## config.mk

```make
export PLATFORM = sky130hd
export DESIGN_NAME = bnn_argmax_stream
export DESIGN_NICKNAME = d
export VERILOG_FILES = /design/src/rtl/bnn_pkg.sv /design/src/rtl/bnn_argmax_stream.sv
export SDC_FILE = /design/constraint.sdc
export NUM_CORES = 1
export LEC_CHECK = 0
export CORE_MARGIN = 2
export CORE_UTILIZATION = 38
export CTS_BUF_LIST = sky130_fd_sc_hd__clkbuf_4 sky130_fd_sc_hd__clkbuf_8
export CTS_CLUSTER_SIZE = 10
export DETAILED_ROUTE_END_ITERATION = 10
export GPL_TIMING_DRIVEN = 0
export PLACE_DENSITY_LB_ADDON = 0.25
export SYNTH_ARGS = -nofsm -noshare
export SYNTH_HDL_FRONTEND = slang
export SYNTH_SLANG_ARGS = --single-unit
```

## constraint.sdc

```tcl
create_clock -name clk -period 5.2 [get_ports clk]
set_input_delay 1.56 -clock clk [delete_from_list [all_inputs] [get_ports clk]]
set_output_delay 1.56 -clock clk [all_outputs]
set_load 0.1 [all_outputs]
```

## src/rtl/bnn_pkg.sv

```systemverilog
// Shared constants and types for the binary MLP classifier back end.
// Covers layer geometry, the argmax FSM state encoding and the result record.
package bnn_pkg;

  localparam int BNN_INPUT_SIZE  = 784;
  localparam int BNN_NUM_CLASSES = 10;
  localparam int BNN_SCORE_WIDTH = $clog2(BNN_INPUT_SIZE + 1);
  localparam int BNN_IDX_WIDTH   = $clog2(BNN_NUM_CLASSES);

  typedef enum logic [1:0] {
    IDLE,
    COLLECT,
    HOLD
  } argmax_state_t;

  // "class" is a reserved word, hence class_idx
  typedef struct packed {
    logic [BNN_IDX_WIDTH-1:0]   class_idx;
    logic [BNN_SCORE_WIDTH-1:0] score;
    logic                       err;
  } argmax_result_t;

endpackage

```

## src/rtl/bnn_argmax_stream.sv

```systemverilog
// Streaming argmax over one class score per beat; result valid the cycle after the ending beat.
// Input is stalled (in_ready=0) while a result waits in HOLD for out_ready.
module bnn_argmax_stream
  import bnn_pkg::*;
#(
  parameter int NUM_CLASSES = BNN_NUM_CLASSES,
  parameter int SCORE_WIDTH = BNN_SCORE_WIDTH,
  parameter int IDX_WIDTH   = $clog2(NUM_CLASSES)
) (
  input  logic                   clk,
  input  logic                   rst_n,
  input  logic                   clear,
  input  logic                   in_valid,
  output logic                   in_ready,
  input  logic [SCORE_WIDTH-1:0] in_score,
  input  logic                   in_last,
  output logic                   out_valid,
  input  logic                   out_ready,
  output logic [IDX_WIDTH-1:0]   out_class,
  output logic [SCORE_WIDTH-1:0] out_score,
  output logic                   out_err
);

  localparam logic [IDX_WIDTH-1:0] LAST_IDX = IDX_WIDTH'(NUM_CLASSES - 1);

  argmax_state_t          state;
  argmax_state_t          state_nxt;
  logic [IDX_WIDTH-1:0]   cnt;
  logic [SCORE_WIDTH-1:0] max_score;
  logic [IDX_WIDTH-1:0]   max_idx;
  logic                   err;

  logic accept;
  logic final_beat;
  logic frame_end;

  assign accept     = in_valid & in_ready & ~clear;
  assign final_beat = (cnt == LAST_IDX);
  assign frame_end  = accept & (final_beat | in_last);

  always_ff @(posedge clk or negedge rst_n) begin
    if (!rst_n) begin
      state <= IDLE;
    end else begin
      state <= state_nxt;
    end
  end

  always_comb begin
    state_nxt = state;
    case (state)
      IDLE: begin
        if (frame_end) begin
          state_nxt = HOLD;
        end else if (accept) begin
          state_nxt = COLLECT;
        end
      end
      COLLECT: begin
        if (frame_end) begin
          state_nxt = HOLD;
        end
      end
      HOLD: begin
        if (out_ready) begin
          state_nxt = IDLE;
        end
      end
      default: state_nxt = IDLE;
    endcase
    if (clear) begin
      state_nxt = IDLE;
    end
  end

  // in_ready is a function of state only; rst_n gating keeps it low during reset
  always_comb begin
    in_ready  = rst_n && (state != HOLD);
    out_valid = (state == HOLD);
  end

  // First beat of a frame loads unconditionally; later beats need a strict win,
  // so the lowest index keeps a tie.
  always_ff @(posedge clk or negedge rst_n) begin
    if (!rst_n) begin
      cnt       <= '0;
      max_score <= '0;
      max_idx   <= '0;
      err       <= 1'b0;
    end else if (clear) begin
      cnt <= '0;
      err <= 1'b0;
    end else if (accept) begin
      if (state == IDLE) begin
        max_score <= in_score;
        max_idx   <= '0;
      end else if (in_score > max_score) begin
        max_score <= in_score;
        max_idx   <= cnt;
      end
      cnt <= frame_end ? '0 : cnt + 1'b1;
      if (frame_end) begin
        err <= in_last ^ final_beat;
      end
    end
  end

  assign out_class = max_idx;
  assign out_score = max_score;
  assign out_err   = err;

endmodule

```

==> results of run 1 <==
-- placed cells by master (no fill, tap or decap), types with 2 or more instances in the layout --
master,Yosys,final
clkdlybuf4s50_1,0,30
dfrtp_1,21,21
inv_1,13,13
ha_1,13,13
mux2_4,10,10
nor2_1,8,8
nand2_1,7,7
o21ai_0,6,6
mux2i_1,5,5
a21oi_1,4,4
clkbuf_4,0,4
a21o_1,3,3
buf_6,2,2
nand3_1,2,2
and3_1,2,2
nor2b_1,2,2
-- layout make-up --
type	count	area share [%]
Inverter	13	2.88
Clock buffer	4	1.77
Tap cell	46	3.39
Timing Repair Buffer	31	18.4
Sequential cell	21	31.0
Buffer	3	1.62
Multi-Input combinational cell	81	41.0
-- synth_stat cells (all sizes together) (2+ instances only) --
library cell,number,share of area (%)
dfrtp,21,41
ha,13,13
inv,13,3.8
mux2,10,12
nor2,8,2.3
nand2,7,2.0
o21ai,6,2.3
mux2i,5,3.9
a21oi,4,1.5
a21o,3,1.7
and2,2,1.1
and3,2,0.97
and4,2,1.5
buf,2,1.7
nand3,2,0.77
nor2b,2,0.97
-- what timing repair did --
action	in CTS	in global routing
endpoints found under the hold margin	0	0
endpoints found under the setup margin	1	0
resized for setup	3	0
-- path summary, 6_finish.rpt --
| check | slack, ns | endpoint | from |
|---|---|---|---|
| setup / recovery | 0.17 | in_ready | rst_n |
| hold / removal | 0.54 | out_class[2] | out_class[2] |
| min in group asynchronous | 1.33 | out_score[1] | rst_n |
| hold reg to reg | 0.54 | out_class[2] | out_class[2] |
| setup reg to reg | 3.12 | out_score[9] | out_score[4] |
| max in group asynchronous | 3.48 | cnt[2] | rst_n |
-- per-layer routing --
layer	part of all wire, %	wire (µm)	global-route usage (%)
met1	46	1180	16.7
met2	49	1240	22.8
met3	4.3	108	2.34
met4	0.59	15	5.83
met5	0	0	0
-- stage by stage --
| step | setup WS (ns) | hold slack, ns |
|---|---|---|
| floorplan | 1.35 | 0.521 |
| global placement | -0.531 | 0.514 |
| detailed placement | -0.559 | 0.529 |
| CTS | 0.107 | 0.548 |
| global route | 0.0463 | 0.565 |
| finish | 0.174 | 0.541 |
-- critical path, stage by stage --
cell and delay [ns]:
clkdlybuf4s15_2 0.56, and2_1 0.21, clkdlybuf4s50_1 1.12
-- power by group through the flow --
stage	clock (mW)	sequential (mW)	combinational [mW]
after detailed placement	0	0.222	0.437
after CTS	0.0904	0.219	0.439
after global routing	0.0946	0.223	0.460
after floorplan	0	0.432	0.127
after global placement	0	0.219	0.434
final	0.0849	0.218	0.435
-- cells by family after synthesis --
family                     Yosys count  synth area share [%]
DFF                                 21                  40.5
muxes                               15                  15.4
and+or+nand+nor                     34                  15.3
adders and majority gates           13                  12.5
buffers and inverters               16                  5.89
AOI/OAI and AO/OA                   19                  10.3
-- flip-flops by register name, summed over array words and instances, names as in the netlist --
name	flops
out_err	1
out_class	4
state	2
cnt	4
out_score	10
==> flow_summary.yaml, run 1 <==
layout:
  final_util_pct: 51.2
  multiInputGateArea_um2: 694
  finalNetCount: 183
  area_growth_syn_to_layout_pct: 30.8
  ff_latch_area_um2: 526
  finalInstanceArea_um2: 1700
  antenna_cells: 0
  final_cell_count_no_fill: 199
  filler_cell_count: 322
  drive_gt1_share_pct: 15.0
detailed_routing:
  viasPerCell: 4.91
  wirelength_um: 2540
  drc: 0
  drt_iter0_drc: 42
  vias: 977
  first_pass_iters: 4
  wire_per_inst_um: 12.8
  ant_nets: 0
floorplanning:
  rows: 21
  dieArea_um2: 3890
  die_w_um: 62.4
  coreArea_um2: 3310
  pin_count: 33
  start_util_pct: 39.2
  die_y_um: 62.4
worst_setup_path:
  startpoint_type: "input pin"
  crit_path_max_fanout: 25
  reg2regPathDepth: 8
  cp.arrival_ns: 3.47
  critPathKind: "in -> out"
  crit_required_ns: 3.64
  critPathCaptureType: "output port"
cts:
  post_cts_buffers: 0
  cts_tree: "yes"
  clk_latency_ns: 0.30
  cts_max_level: 1
  clkTransAtPathRegs_ns: 0.12
  holdBufCountCts: 0
  cts_num_sinks: 21
  clockBufferDepth: 2
  cts_buffers: 3
  ctsRootBufferMaster: "clkbuf_4"
synth:
  yosysUniqueCellTypes: 34
  yosysWarningCount: 0
  synth_area_um2: 1300
  syn_avg_cell_area_um2: 11.0
  async_reset_ff_share_pct: 100
  synth_nets: 147
  synthCells: 118
  ys.flop_type: "dfrtp_1"
  seq_area_frac_synth_pct: 40.5
  synth-edff-count: 0
  synth_seq_cells: 21
hold_path:
  hp-class: "reg -> reg"
  whs_path_depth: 2
placed_design:
  dp_cells: 195
  place_congestion: 0.819
  dpl.hpwl_um: 1900
  numPortBuffers: 31
  dpl_cell_area_um2: 1660
global_route:
  grt.overflow.total: 0
  grt.total_usage_pct: 13.4
  grt_max_degree: 26
  grt_antenna_before_repair: 0
  grt_pass1_vias: 986
  grt_pass1_wl_um: 4280
pwr:
  p_per_area_nw_per_um2: 436
  finalPower_mw: 0.739
  p_int_mw: 0.367
  p_leak_nw: 0.806
  pwr-share-comb_pct: 58.9
  clkPwrFrac_pct: 11.5
  ir_drop_v: 0.000120
  swShare_pct: 50.4
  p_seq_share_pct: 29.6
  power.switching_mw: 0.372
timing:
  slew_headroom_pct: 34.6
  drv_slew: 0
  worst-slew-pin-transition_ns: 0.979
  setup_viol: 0
  fin_skew_ns: 0.00446
  finalSetupTns_ns: 0
  rsz0062_at_grt: "no"
  finalCriticalPeriod_ns: 5.03
  finalHoldViolCount: 0
  finalCritPeriodShare_pct: 96.7
  fmax_mhz: 199
outcome:
  status: "completed"
flow_run:
  max_cap_violations: 0
(Power assumes the default switching activity.)
==> inputs of run 2 (changes only) <==
Settings changed: CORE_MARGIN 2 to unset, CTS_CLUSTER_SIZE 10 to 25.
==> run 2 against run 1 <==
Effect of this change: hold slack got worse by 0.0087 ns; critical path depth did not move; worst setup slack improved by 0.0039 ns; fmax barely moved; cell count fell by 1.0%.
==> flow_summary.yaml, run 2 (synthesized netlist as in run 1, its figures left out) <==
outcome:
  status: "completed"
global_route:
  grt_max_degree: 26
  grt_pass1_vias: 964
  grt.total_usage_pct: 15.4
  grt_antenna_before_repair: 0
  grt.overflow.total: 0
  grt_pass1_wl_um: 4160
floorplanning:
  rows: 20
  die_y_um: 60.4
  dieArea_um2: 3650
  pin_count: 33
  coreArea_um2: 3150
  start_util_pct: 41.1
  die_w_um: 60.4
cts:
  cts_tree: "yes"
  ctsRootBufferMaster: "clkbuf_4"
  cts-resized-gates: 3
  cts_num_sinks: 21
  clkTransAtPathRegs_ns: 0.11
  cts_max_level: 1
  clockBufferDepth: 2
  cts_buffers: 3
  holdBufCountCts: 0
  post_cts_buffers: 0
  clk_latency_ns: 0.30
detailed_routing:
  top_layer: "met4"
  met1_length_um: 1120
  wl_met2_um: 1240
  first_pass_iters: 4
  vias: 961
  wirelength_um: 2480
  drt_iter0_drc: 28
  viasPerCell: 4.88
  wire_per_inst_um: 12.6
  ant_nets: 0
  wl_met3_um: 101
  drc: 0
layout:
  antenna_cells: 0
  finalInstanceArea_um2: 1690
  ff_latch_area_um2: 526
  filler_cell_count: 286
  multiInputGateArea_um2: 694
  largest_register_ffs: 10
  final_util_pct: 53.7
  area_growth_syn_to_layout_pct: 30.6
  finalNetCount: 183
  drive_gt1_share_pct: 15.0
  final_cell_mix: "clkdlybuf4s50_1 (30), dfrtp_1 (21), inv_1 (13), ha_1 (13), mux2_4 (10)"
  layout_commonest_cell: "clkdlybuf4s50_1"
pwr:
  finalPower_mw: 0.739
  p_leak_nw: 0.806
  p_per_area_nw_per_um2: 436
  ir_drop_v: 0.000158
timing:
  finalCriticalPeriod_ns: 5.02
  slew_headroom_pct: 34.4
  worst-slew-pin-transition_ns: 0.981
  setup_viol: 0
  rsz0062_at_grt: "no"
  fin_skew_ns: 0.00635
  fmax_mhz: 199
  drv_slew: 0
  finalCritPeriodShare_pct: 96.6
  finalHoldViolCount: 0
worst_setup_path:
  crit_required_ns: 3.64
  critPathCaptureType: "output port"
  crit_path_max_fanout: 25
  startpoint_type: "input pin"
  cp.arrival_ns: 3.46
  critPathKind: "in -> out"
placed_design:
  dpl_cell_area_um2: 1660
  numPortBuffers: 31
  place_congestion: 0.795
  dpl.hpwl_um: 1890
flow_run:
  max_cap_violations: 0
hold_path:
  hp-class: "reg -> reg"
[run 2: cell counts in the layout (fill, tap and decap cells not counted)]
Identical to the previous run, type by type.
[run 2: area by class of cell]
cell class	instances	area share (%)
flip-flops and latches	21	31.0
well taps	44	3.25
plain buffers	3	1.63
repair buffers	31	18.4
clock buffers	4	1.77
inverters	13	2.88
multi-input cells	81	41.0
[run 2: worst paths after layout]
| kind | start | endpoint | slack, ns | cells past startpoint |
|---|---|---|---|---|
| max in group asynchronous | rst_n | out_class[1] | 3.48 | 1 |
| min reg2reg | out_class[0] | out_class[0] | 0.53 | 2 |
| min | out_class[0] | out_class[0] | 0.53 | 2 |
| max | rst_n | in_ready | 0.18 | 3 |
| max reg2reg | out_score[4] | out_score[6] | 3.13 | 8 |
| min in group asynchronous | rst_n | out_score[9] | 1.33 | 1 |
[run 2: critical path: stages]
cell	delay, ns
clkdlybuf4s15_2	0.56
and2_1	0.21
clkdlybuf4s50_1	1.12
[run 2: power breakdown]
group | switching [mW] | internal [mW]
combinational | 0.297 | 0.138
clock | 0.0493 | 0.0351
sequential | 0.0254 | 0.193
[run 2: per-layer routing]
| layer | vias to the layer above | global-route usage (%) |
|---|---|---|
| met4 | 0 | 4.98 |
| li1 | 487 | - |
| met1 | 450 | 17.6 |
| met2 | 22 | 27.3 |
| met3 | 2 | 4.48 |
| met5 | - | 0 |
[run 2: metrics by stage]
| step | std cells | TNS, ns | hold WS, ns | setup WS, ns |
|---|---|---|---|---|
| 2_1_floorplan | 118 | 0 | 0.521 | 1.35 |
| 5_1_grt | 197 | 0 | 0.572 | 0.0339 |
| 3_3_place_gp | 193 | -0.514 | 0.510 | -0.514 |
| 6_report | 197 | 0 | 0.532 | 0.178 |
| 4_1_cts | 197 | 0 | 0.542 | 0.114 |
| 3_5_place_dp | 193 | -0.548 | 0.525 | -0.548 |
